File: config.mk
export PLATFORM = sky130hd
export DESIGN_NAME = vec_csr_regfile
export DESIGN_NICKNAME = d
export VERILOG_FILES = /design/src/rtl/vec_csr_pkg.sv /design/src/rtl/vec_csr_regfile_vlmax.sv /design/src/rtl/vec_csr_regfile.sv
export SDC_FILE = /design/constraint.sdc
export NUM_CORES = 1
export LEC_CHECK = 0
export ABC_AREA = 1
export CORE_MARGIN = 8
export CORE_UTILIZATION = 49
export DETAILED_ROUTE_END_ITERATION = 6
export PLACE_DENSITY = 0.79
export REMOVE_ABC_BUFFERS = 1
export SLEW_MARGIN = 0
export SYNTH_ARGS = -nofsm -noshare
export SYNTH_HDL_FRONTEND = slang
export SYNTH_SLANG_ARGS = --single-unit
export TNS_END_PERCENT = 50
File: constraint.sdc
create_clock -name clk -period 10.4 [get_ports clk]
set_input_delay 2.08 -clock clk [delete_from_list [all_inputs] [get_ports clk]]
set_output_delay 2.08 -clock clk [all_outputs]
set_load 0.005 [all_outputs]
File: src/rtl/vec_csr_pkg.sv
// Shared types for the vector configuration CSR block:
// vtype layout, LMUL/SEW encodings, AVL modes and FSM states.
package vec_csr_pkg;

  localparam int CSR_XLEN = 32;
  localparam int CSR_VLEN = 512;
  localparam int CSR_ELEN = 32;

  typedef enum logic [2:0] {
    LMUL_1    = 3'd0,
    LMUL_2    = 3'd1,
    LMUL_4    = 3'd2,
    LMUL_8    = 3'd3,
    LMUL_RSVD = 3'd4,
    LMUL_F8   = 3'd5,
    LMUL_F4   = 3'd6,
    LMUL_F2   = 3'd7
  } vlmul_e;

  typedef enum logic [2:0] {
    SEW_8  = 3'd0,
    SEW_16 = 3'd1,
    SEW_32 = 3'd2,
    SEW_64 = 3'd3
  } vsew_e;

  // vsew stays raw: encodings 4..7 are reserved but must be observable
  typedef struct packed {
    logic                vill;
    logic [CSR_XLEN-10:0] reserved;
    logic                vma;
    logic                vta;
    logic [2:0]          vsew;
    vlmul_e              vlmul;
  } vtype_t;

  typedef enum logic [1:0] {
    AVL_REG  = 2'd0,
    AVL_MAX  = 2'd1,
    AVL_KEEP = 2'd2,
    AVL_RSVD = 2'd3
  } avl_mode_e;

  typedef enum logic [1:0] {
    IDLE   = 2'd0,
    CALC   = 2'd1,
    COMMIT = 2'd2,
    WB     = 2'd3
  } csr_state_e;

  localparam vtype_t VILL_VTYPE = '{
    vill:     1'b1,
    reserved: '0,
    vma:      1'b0,
    vta:      1'b0,
    vsew:     3'd0,
    vlmul:    LMUL_1
  };

endpackage

File: src/rtl/vec_csr_regfile_vlmax.sv
// Combinational vtype legality check and VLMAX computation.
// VLMAX = VLEN/SEW scaled by LMUL; forced to 0 for an illegal vtype.
module vec_vlmax_calc
  import vec_csr_pkg::*;
#(
  parameter int VLEN = CSR_VLEN,
  parameter int ELEN = CSR_ELEN
) (
  input  vtype_t                vtype_i,
  output logic                  vill_o,
  output logic [$clog2(VLEN):0] vlmax_o
);

  localparam int VW = $clog2(VLEN) + 1;

  logic [2:0]    sew;
  logic [2:0]    lmul;
  logic [31:0]   sew_bits;
  logic [31:0]   elen_c;
  logic [3:0]    frac_sh;
  logic          frac;
  logic [VW-1:0] base;
  logic          unused_fields;

  assign unused_fields = ^{vtype_i.vill, vtype_i.vma, vtype_i.vta};

  always_comb begin
    sew      = vtype_i.vsew;
    lmul     = vtype_i.vlmul;
    sew_bits = 32'd8 << sew;
    elen_c   = 32'(ELEN);
    frac     = lmul[2] & (lmul != LMUL_RSVD);
    frac_sh  = 4'd8 - {1'b0, lmul};
    // fractional LMUL needs SEW <= ELEN * LMUL
    vill_o   = (|vtype_i.reserved)
             | (lmul == LMUL_RSVD)
             | sew[2]
             | (sew_bits > elen_c)
             | (frac & (sew_bits > (elen_c >> frac_sh)));
    base     = VW'(VLEN) >> ({1'b0, sew} + 4'd3);
    if (vill_o)
      vlmax_o = '0;
    else if (frac)
      vlmax_o = base >> frac_sh;
    else
      vlmax_o = base << lmul;
  end

endmodule

File: src/rtl/vec_csr_regfile.sv
// Vector configuration CSRs (vtype/vl/vstart) executing vset{i}vl{i}
// commits through an IDLE->CALC->COMMIT->WB sequence.
module vec_csr_regfile
  import vec_csr_pkg::*;
#(
  parameter int XLEN = CSR_XLEN,
  parameter int VLEN = CSR_VLEN,
  parameter int ELEN = CSR_ELEN
) (
  input  logic            clk,
  input  logic            reset,
  input  logic            cfg_valid,
  output logic            cfg_ready,
  input  logic [XLEN-1:0] scalar1,
  input  logic [XLEN-1:0] scalar2,
  input  logic [1:0]      avl_mode,
  output logic            wb_valid,
  input  logic            wb_ready,
  output logic [XLEN-1:0] wb_data,
  output logic [XLEN-1:0] csr_vtype,
  output logic [XLEN-1:0] csr_vl,
  output logic [XLEN-1:0] csr_vlmax,
  output logic            csr_vill,
  input  logic            vstart_wr_en,
  input  logic [XLEN-1:0] vstart_wr_data,
  input  logic            inst_done,
  output logic [XLEN-1:0] csr_vstart
);

  localparam int VW = $clog2(VLEN) + 1;

  csr_state_e      state_q, state_d;
  logic            cfg_ready_q, cfg_ready_d;
  logic [XLEN-1:0] s1_q, s1_d;
  vtype_t          req_vtype_q, req_vtype_d;
  avl_mode_e       mode_q, mode_d;
  vtype_t          calc_vtype_q, calc_vtype_d;
  logic [VW-1:0]   vlmax_q, vlmax_d;
  vtype_t          csr_vtype_q, csr_vtype_d;
  logic [XLEN-1:0] csr_vl_q, csr_vl_d;
  logic [VW-1:0]   csr_vlmax_q, csr_vlmax_d;
  logic [XLEN-1:0] vstart_q, vstart_d;
  logic            wb_valid_q, wb_valid_d;
  logic [XLEN-1:0] wb_data_q, wb_data_d;

  logic            calc_vill;
  logic [VW-1:0]   calc_vlmax;
  logic [XLEN-1:0] vlmax_x;
  logic [XLEN-1:0] new_vl;

  vec_vlmax_calc #(
    .VLEN (VLEN),
    .ELEN (ELEN)
  ) u_vlmax (
    .vtype_i (req_vtype_q),
    .vill_o  (calc_vill),
    .vlmax_o (calc_vlmax)
  );

  // an illegal vtype has vlmax_q == 0, so every mode yields vl = 0
  always_comb begin
    vlmax_x = XLEN'(vlmax_q);
    unique case (mode_q)
      AVL_MAX:  new_vl = vlmax_x;
      AVL_KEEP: new_vl = (csr_vl_q < vlmax_x) ? csr_vl_q : vlmax_x;
      default:  new_vl = (s1_q <= vlmax_x) ? s1_q : vlmax_x;
    endcase
  end

  always_comb begin
    state_d      = state_q;
    cfg_ready_d  = cfg_ready_q;
    s1_d         = s1_q;
    req_vtype_d  = req_vtype_q;
    mode_d       = mode_q;
    calc_vtype_d = calc_vtype_q;
    vlmax_d      = vlmax_q;
    csr_vtype_d  = csr_vtype_q;
    csr_vl_d     = csr_vl_q;
    csr_vlmax_d  = csr_vlmax_q;
    wb_valid_d   = wb_valid_q;
    wb_data_d    = wb_data_q;
    vstart_d     = vstart_q;
    if (vstart_wr_en) vstart_d = vstart_wr_data;
    if (inst_done)    vstart_d = '0;
    case (state_q)
      IDLE: begin
        if (cfg_valid) begin
          s1_d        = scalar1;
          req_vtype_d = vtype_t'(scalar2);
          mode_d      = avl_mode_e'(avl_mode);
          cfg_ready_d = 1'b0;
          state_d     = CALC;
        end
      end
      CALC: begin
        calc_vtype_d      = req_vtype_q;
        calc_vtype_d.vill = 1'b0;
        if (calc_vill) calc_vtype_d = VILL_VTYPE;
        vlmax_d = calc_vlmax;
        state_d = COMMIT;
      end
      COMMIT: begin
        csr_vtype_d = calc_vtype_q;
        csr_vl_d    = new_vl;
        csr_vlmax_d = vlmax_q;
        vstart_d    = '0;
        wb_data_d   = new_vl;
        wb_valid_d  = 1'b1;
        state_d     = WB;
      end
      WB: begin
        if (wb_ready) begin
          wb_valid_d  = 1'b0;
          cfg_ready_d = 1'b1;
          state_d     = IDLE;
        end
      end
      default: state_d = IDLE;
    endcase
  end

  always_ff @(posedge clk or posedge reset) begin
    if (reset) begin
      state_q      <= IDLE;
      cfg_ready_q  <= 1'b1;
      s1_q         <= '0;
      req_vtype_q  <= '0;
      mode_q       <= AVL_REG;
      calc_vtype_q <= VILL_VTYPE;
      vlmax_q      <= '0;
      csr_vtype_q  <= VILL_VTYPE;
      csr_vl_q     <= '0;
      csr_vlmax_q  <= '0;
      vstart_q     <= '0;
      wb_valid_q   <= 1'b0;
      wb_data_q    <= '0;
    end else begin
      state_q      <= state_d;
      cfg_ready_q  <= cfg_ready_d;
      s1_q         <= s1_d;
      req_vtype_q  <= req_vtype_d;
      mode_q       <= mode_d;
      calc_vtype_q <= calc_vtype_d;
      vlmax_q      <= vlmax_d;
      csr_vtype_q  <= csr_vtype_d;
      csr_vl_q     <= csr_vl_d;
      csr_vlmax_q  <= csr_vlmax_d;
      vstart_q     <= vstart_d;
      wb_valid_q   <= wb_valid_d;
      wb_data_q    <= wb_data_d;
    end
  end

  assign cfg_ready  = cfg_ready_q;
  assign wb_valid   = wb_valid_q;
  assign wb_data    = wb_data_q;
  assign csr_vtype  = csr_vtype_q;
  assign csr_vill   = csr_vtype_q.vill;
  assign csr_vl     = csr_vl_q;
  assign csr_vlmax  = XLEN'(csr_vlmax_q);
  assign csr_vstart = vstart_q;

endmodule

* After elaboration in Yosys (flattened, before gate mapping)
Cells that the tools add are included.
Operators by class: add/sub/neg operators 2, order comparisons 4, equal/unequal tests 10, shift operators 5, multiplexer cells 17, bitwise logic cells 6, reduce and logical (&&, ||, !) cells 10
Operators by type and width (number):
- $mux 32 | 6
- $pmux 32 s2 | 1
- $gt 32x32->1 | 1
- $gt 32x6->1 const B | 1
- $le 32x10->1 | 1
- $lt 32x10->1 | 1
- $shl 4x3->32 const A | 1
- $shr 6x4->32 const A | 1
- $reduce_or 23->1 | 1
- $mux 10 | 2
- $shl 10x3->10 | 1
- $shr 10x4->10 | 1
- $shr 10x4->10 const A | 1
- $pmux 2 s4 | 1
- $reduce_and 2->1 | 4
- $eq 2x2->1 const B | 3
- $ne 2x2->1 const B | 3
- $add 3x2->4 const B | 1
- $eq 2x1->1 const B | 2
- $mux 2 | 2
- $or 1x1->1 | 4
- $pmux 1 s2 | 2
- $reduce_bool 2->1 | 2
- $sub 4x3->4 const A | 1
- 7 further kinds | 10
Word-level totals: bits in registers 217, logic and storage cells 80

* Longest topological paths before layout
Gate-level depths: netlist of the first run.
depth in word-level cells 6, gate-level depth with buffers 17, depth with buffers taken out 16

* By module
A second synthesis of the first run with hierarchy kept.
Unflattened totals: cells, all modules 1149, area total of the unflattened synthesis 10361.2 um^2
Modules (own cells, without submodules):
- vec_csr_regfile | instances 1, cells each 960, area an instance 9387.8 um^2, seq. area each 5459.0 um^2
- vec_vlmax_calc | instances 1, cells each 189, area an instance 973.4 um^2, seq. area each 0.0 um^2

* Worst setup path after synthesis of the first run
No wires, ideal clock.
kind input to register, start input cfg_valid, end register mode_q[1], library setup time 125 ps, arrival 2876 ps, data required time 10275 ps, slack 7399 ps, cell stages on the path 4, cell sequence nand2_1 buf_2 buf_2 mux2_2
Between the ends: longest elaborated chain between the ends 1
RTL lines:
- start, declared | line vec_csr_regfile.sv:12 | input logic cfg_valid,
- $reduce_and 2->1 (no line)
- end signal, assigned | line vec_csr_regfile.sv:143 | mode_q <= mode_d;
- end, declared | line vec_csr_regfile.sv:36 | avl_mode_e mode_q, mode_d;
Every way passes these cells. A chain may end at the register's enable or synchronous reset.

==> results of run 1 <==
[critical path: cells and delay by family]
kind	cells	cell delay, ps
buf+inv	3	2000
[cell usage in the layout, fill, tap and decap left out, drive strengths merged, types with 3 or more instances in the layout]
| cell | n |
|---|---|
| o22ai | 5 |
| ha | 35 |
| diode | 3 |
| nor4 | 4 |
| nor2 | 119 |
| a21oi | 48 |
| dfstp | 3 |
| buf | 4 |
| o21ai | 72 |
| nand2 | 215 |
| clkinv | 7 |
| o211ai | 5 |
| clkdlybuf4s50 | 243 |
| nand3 | 105 |
| nand4 | 10 |
| mux2 | 30 |
| dfrtp | 214 |
| nor3 | 6 |
| bufinv | 3 |
| clkbuf | 31 |
| inv | 126 |
| conb | 22 |
[metal layers]
layer	wire length [um]	up-vias
li1	-	3863
met5	0	-
met3	1770	41
met2	12100	220
met1	10200	3738
met4	690	0
[power by group through the flow]
stage	combinational, mW	sequential [mW]	clock [mW]
detailed placement	0.827	1.11	0
finish	0.828	1.10	0.845
global placement	0.806	1.11	0
global route	0.942	1.12	0.895
CTS	0.835	1.10	0.862
floorplan	0.569	1.09	0
[through the flow]
stage / util [%] / cell area (um2) / setup WS [ps] / hold slack, ps
after floorplan: - / 9450 / 2390 / 442
after global placement: 61.0 / 12300 / 5990 / 454
after detailed placement: 61.0 / 12300 / 5990 / 459
after CTS: 65.0 / 13100 / 6490 / 474
after global routing: 65.0 / 13100 / 6230 / 492
final: 65.0 / 13100 / 6570 / 468
[sequential cells by signal (all words and copies together) (netlist names), 2 cells and up]
register / flops
calc_vtype_q: 32
csr_vlmax_q: 10
csr_vstart: 32
csr_vtype: 31
mode_q: 2
req_vtype_q: 31
s1_q: 32
state_q: 2
vlmax_q: 10
wb_data: 32
[final cells by class]
| type | count | area [um2] | area share (%) |
|---|---|---|---|
| Sequential cell | 217 | 5430 | 41.6 |
| Clock inverter | 10 | 134 | 1.02 |
| Clock buffer | 31 | 656 | 5.02 |
| Tap cell | 270 | 338 | 2.58 |
| Multi-Input combinational cell | 685 | 3550 | 27.1 |
| Timing Repair Buffer | 247 | 2460 | 18.8 |
| Inverter | 128 | 493 | 3.77 |
| Antenna cell | 3 | 7.51 | 0.0574 |
[worst max-delay path by stage]
stage,from,to,slack (ps)
finish,reset,s1_q[26],6570
detailed placement,reset,req_vtype_q[13],5990
floorplan,reset,calc_vtype_q[0],2390
CTS,reset,req_vtype_q[18],6490
global route,reset,req_vtype_q[12],6230
global placement,reset,req_vtype_q[13],5990
[cell families after synthesis]
logic type | share of synthesized area, %
adders and majority gates | 4.38
DFF | 54.3
AOI/OAI and AO/OA | 7.26
muxes | 3.38
other | 0.0375
and+or+nand+nor | 19.4
buffers and inverters | 11.2
[cells in the mapped netlist, types with 2 or more instances]
library cell / count
a21oi_1: 47
a31oi_1: 2
buf_1: 5
buf_2: 9
buf_4: 55
buf_6: 3
clkbuf_1: 32
clkinv_1: 2
dfrtp_1: 214
dfstp_2: 3
ha_1: 35
inv_1: 121
inv_2: 4
mux2_2: 30
nand2_1: 213
nand2_2: 2
nand3_1: 105
nand3b_1: 2
nand4_1: 10
nor2_1: 117
nor3_1: 5
nor4_1: 4
o211ai_1: 5
o21ai_0: 67
o21ai_1: 5
o22ai_1: 5
==> qor.yml, run 1 <==
status:
  run_status: "finished, final reports clean"
sta:
  setup_tns_ps: 0
  rsz0062_at_grt: "false"
  setup_viol: 0
  min_period_ps: 3830
  period_share_pct: 36.8
  drv_slew: 0
  fmax_mhz: 261
  fin_skew_ps: 10.5
  slew_headroom_pct: 18.2
  tightest_slew_ps: 1220
  finalHoldViolations: 0
place:
  dp_cells: 1547
  dp_hpwl_mm: 17.2
  gp_congestion: 0.854
  port_buffers: 243
critical_path:
  crit_type: "in -> async"
  crit_path_start_kind: "input pin"
  reg2reg_from: "req_vtype_q[1]"
  rr_endpoint: "calc_vtype_q[6]"
  reg2reg_slack_ps: 7020
  critical_path_arrival_ps: 4290
  path_cells: "clkdlybuf4s50_1 > inv_8 > buf_4"
  crit_required_ps: 10860
  crit_fanout: 137
  ff2ff_path_depth: 16
  slowest_delay_ps: 890
  end_kind: "async pin"
  slowest_stage: "buf_4"
power:
  switching_share_pct: 34.0
  p_per_area_mw_per_mm2: 212
  clockPowerShare_pct: 30.4
  p_comb_share_pct: 29.8
  p_int_mw: 1.83
  p_switching_mw: 0.945
  p_leak_nw: 6.21
  fin_total_pwr_mw: 2.78
  p_seq_share_pct: 39.7
  ir_drop_mv: 0.137
clock_tree:
  cts_setup_buffers: 0
  cts_root_buf: "clkbuf_16"
  htree_levels: 1
  clock_sinks: 217
  clkTransAtPathRegs_ps: 60
  cts_tree: "yes"
  cts-buffers-inserted: 23
  clockBufferDepth: 3
  postCtsResizedCells: 0
  cts_hold_buffers: 0
  clk_latency_ps: 500
logic_synthesis:
  synth.top_cells.by_area: "dfrtp_1 (54%), nand2_1 (8.0%), nand3_1 (5.3%), inv_1 (4.5%), nor2_1 (4.4%)"
  synth_top_area_share_pct: 53.6
  synth.distinct_cells: 37
  ys_ff_latch: 217
  synth.largest_area_cell: "dfrtp_1"
  ys_async_sr_fraction_pct: 100
  ys_seq_area_share_pct: 54.3
  netlist_instances: 1113
  syn_avg_cell_area_um2: 8.98
  synth_edf_count: 0
  yosys_warnings: 0
  synthFlopType: "dfrtp_1"
  synth_area_mm2: 0.0100
global_route:
  grt_usage_pct: 19.2
  grt_pass1_wl_mm: 40.7
  use_met1_pct: 23.3
  grtUsageMet3_pct: 5.43
  use_met2_pct: 32.1
  top_usage_layer: "met2"
  grt_max_degree: 138
  antenna_found_initial: 3
  grt_pass1_vias: 7948
  grt_remaining_overflow: 0
floorplanning:
  start_util_pct: 49.7
  rows: 52
  dieWidth_um: 159
  io_pins: 267
  dieArea_mm2: 0.0252
  die_y_um: 159
  coreArea_mm2: 0.0201
detailed_routing:
  num_vias: 7862
  routed_wirelength_mm: 24.7
  via_per_inst: 4.94
  drtIter0Drc: 487
  drcViolationCount: 0
  ant_nets: 0
  post_drt_wl_per_cell_um: 15.5
  firstDrtPassIters: 5
finish:
  syn_to_final_growth_pct: 30.7
  final_nets: 1441
  fin_cells: 1591
  final.fill_count: 1620
  layout-drive-gt1-share_pct: 6.98
hold_path:
  hold_path_class: "reg -> reg"
  whs_endpoint: "calc_vtype_q[22]"
  hp-start: "calc_vtype_q[22]"
  min_path_cells: 2
run:
  max_cap_violations: 0
Note: power is estimated with default switching activity, not from simulation.
==> run 2: changes to the inputs <==
--- a/config.mk
+++ b/config.mk
@@ -7,9 +7,9 @@
 export LEC_CHECK = 0
 export ABC_AREA = 1
 export CORE_MARGIN = 8
-export CORE_UTILIZATION = 49
+export CORE_UTILIZATION = 44
 export DETAILED_ROUTE_END_ITERATION = 6
-export PLACE_DENSITY = 0.79
+export PLACE_DENSITY = 0.75
 export REMOVE_ABC_BUFFERS = 1
 export SLEW_MARGIN = 0
 export SYNTH_ARGS = -nofsm -noshare
==> constraint.sdc (replaced) <==
create_clock -name clk -period 3.4 [get_ports clk]
set_input_delay 0.68 -clock clk [delete_from_list [all_inputs] [get_ports clk]]
set_output_delay 0.68 -clock clk [all_outputs]
set_load 0.005 [all_outputs]
==> run 2 against run 1 <==
  * Critical path type is now reg -> reg
  * Highest routed layer unchanged
  * Final cell count increased by 1.8%
  * Flip-flop and latch count did not move
  * Sequential power rose to 3.0 times the previous value
  * Critical endpoint is now calc_vtype_q[1]
  * Clock skew is 1.6 ps lower
  * Combinational power rose to 3.2 times the previous value
  * Utilization shrank 6.1 points
==> qor.yml, run 2 (synthesized netlist as in run 1, its figures left out) <==
place:
  placed_area_mm2: 0.0124  # was 0.0123 mm2
  port_buffers: 243  # unchanged
  gp_congestion: 0.890  # was 0.854
  dp_hpwl_mm: 18.0  # was 17.2 mm
finish:
  layout_commonest_cell: "clkdlybuf4s50_1"  # unchanged
  syn_to_final_growth_pct: 32.6  # was 30.7%
  n_antenna_cell: 0  # was 3
  fin_util_pct: 58.9  # was 65.0%
  final_cell_mix: "clkdlybuf4s50_1 (243), dfrtp_1 (214), nand2_1 (212)"  # unchanged
  final_nets: 1455  # was 1441
  final_area_mm2: 0.0133  # was 0.0131 mm2
  layout-drive-gt1-share_pct: 8.02  # was 6.98%
global_route:
  grt_remaining_overflow: 0  # unchanged
  grt_max_degree: 87  # was 138
  grt_pass1_wl_mm: 41.3  # was 40.7 mm
  grt_usage_pct: 17.7  # was 19.2%
  antenna_found_initial: 0  # was 3
  grt_pass1_vias: 8055  # was 7948
floorplanning:
  die_y_um: 167  # was 159 um
  coreArea_mm2: 0.0225  # was 0.0201 mm2
  rows: 55  # was 52
  dieArea_mm2: 0.0278  # was 0.0252 mm2
  dieWidth_um: 167  # was 159 um
  start_util_pct: 44.4  # was 49.7%
  io_pins: 267  # unchanged
hold_path:
  min_path_cells: 2  # unchanged
  whs_endpoint: "calc_vtype_q[19]"  # was calc_vtype_q[22]
  hold_path_class: "reg -> reg"  # unchanged
  hp-start: "calc_vtype_q[19]"  # was calc_vtype_q[22]
clock_tree:
  htree_levels: 1  # unchanged
  cts_root_buf: "clkbuf_16"  # unchanged
  clkTransAtPathRegs_ps: 60  # about the same
  clock_sinks: 217  # unchanged
  cts_hold_buffers: 0  # unchanged
  clockBufferDepth: 3  # unchanged
  postCtsResizedCells: 0  # unchanged
  cts-buffers-inserted: 24  # was 23
  cts_tree: "yes"  # unchanged
  clk_latency_ps: 510  # was 500 ps
  cts_setup_buffers: 0  # unchanged
detailed_routing:
  drtIter0Drc: 487  # unchanged
  routed_wirelength_mm: 24.5  # was 24.7 mm
  via_per_inst: 4.82  # was 4.94
  ant_nets: 0  # unchanged
  num_vias: 7806  # was 7862
  firstDrtPassIters: 4  # was 5
  drcViolationCount: 0  # unchanged
  post_drt_wl_per_cell_um: 15.1  # was 15.5 um
status:
  run_status: "finished, final reports clean"  # unchanged
critical_path:
  slowest_delay_ps: 370  # was 890 ps
  path_buf_inv: 4  # was 3
  crit_required_ps: 3830  # was 10860 ps
  crit_cells: 16  # was 3
  path_cells: "inv_1 > ha_1 > inv_1 > ha_1 > inv_1 > nand2_1 > inv_1 > nand2_1 > ha_1 > nand3_1 > nand3b_1 > nand3_1 > nand2_2 > nor2_4 > nand2_1 > o21ai_0"  # was clkdlybuf4s50_1 > inv_8 > buf_4
  end_kind: "flip-flop"  # was async pin
  crit_type: "reg -> reg"  # was in -> async
  slowest_stage: "dfrtp_1"  # was buf_4
  critical_path.top_delay_family: "adder cells"  # was buffers and inverters
  critical_path_arrival_ps: 3040  # was 4290 ps
  crit_path_start_kind: "flip-flop"  # was input pin
  rr_endpoint: "calc_vtype_q[1]"  # was calc_vtype_q[6]
  reg2reg_from: "req_vtype_q[0]"  # was req_vtype_q[1]
  ff2ff_path_depth: 16  # unchanged
  reg2reg_slack_ps: 790  # was 7020 ps
  cp_common_cell: "inv_1"
  crit_fanout: 8  # was 137
power:
  p_per_area_mw_per_mm2: 657  # was 212 mW/mm2
  ir_drop_mv: 0.395  # was 0.137 mV
  p_leak_nw: 6.32  # was 6.21 nW
sta:
  fmax_mhz: 383
  setup_viol: 0  # unchanged
  period_share_pct: 76.8
  drv_slew: 0  # unchanged
  finalHoldViolations: 0  # unchanged
  tightest_slew_ps: 1030  # was 1220 ps
  fin_skew_ps: 8.89  # was 10.5 ps
  rsz0062_at_grt: "false"  # unchanged
  min_period_ps: 2610
  slew_headroom_pct: 31.2  # was 18.2%
run:
  max_cap_violations: 0  # unchanged
==> run 2: cell count changes in the layout (fill, tap and decap cells not counted), sizes merged <==
cell      change
diode         -3
bufinv        +1
clkbuf        +2
clkinvlp      -2
clkinv        +2
buf          +13
==> run 2: worst max path at each step <==
stage	startpoint	to	slack, ps
floorplan	reset	calc_vtype_q[0]	-3210
global placement	req_vtype_q[0]	calc_vtype_q[4]	860
detailed placement	req_vtype_q[0]	calc_vtype_q[1]	790
CTS	req_vtype_q[0]	calc_vtype_q[1]	760
global route	req_vtype_q[0]	calc_vtype_q[1]	510
finish	req_vtype_q[0]	calc_vtype_q[1]	790
==> run 2: power breakdown <==
part,switching [mW],internal (mW)
Combinational,1.61,1.03
Clock,1.03,1.74
Sequential,0.252,3.05
Total,2.89,5.82
==> run 2: layer usage <==
| metal | vias up | share of wire (%) | global-route usage, % |
|---|---|---|---|
| met2 | 203 | 48 | 30.0 |
| li1 | 3889 | - | - |
| met3 | 32 | 7.1 | 5.08 |
| met1 | 3682 | 43 | 21.9 |
| met5 | - | 0 | 0 |
| met4 | 0 | 1.7 | 4.54 |
==> run 2: worst min-delay path: stages, from the launching register on <==
cell     delay [ps]
dfrtp_1         320
inv_1            50
nor2_1           70
==> run 2: layout make-up <==
class,instances,area [um2]
repair buffers,260,2570
flip-flops and latches,217,5430
inverters,128,493
fillers,1973,9240
well taps,285,357
clock inverters,11,166
multi-input cells,685,3550
clock buffers,33,696
==> run 2: per-stage QoR <==
stage          setup slack [ps]  instances  hold WS (ps)  power [mW]  setup TNS [ps]
2_1_floorplan             -3210       1030           442        5.07         -691790
3_3_place_gp                856       1575           454        5.93               0
3_5_place_dp                787       1575           459        6.00               0
4_1_cts                     762       1619           474        8.81               0
5_1_grt                     513       1619           490        9.30               0
6_report                    788       1619           473        8.71               0
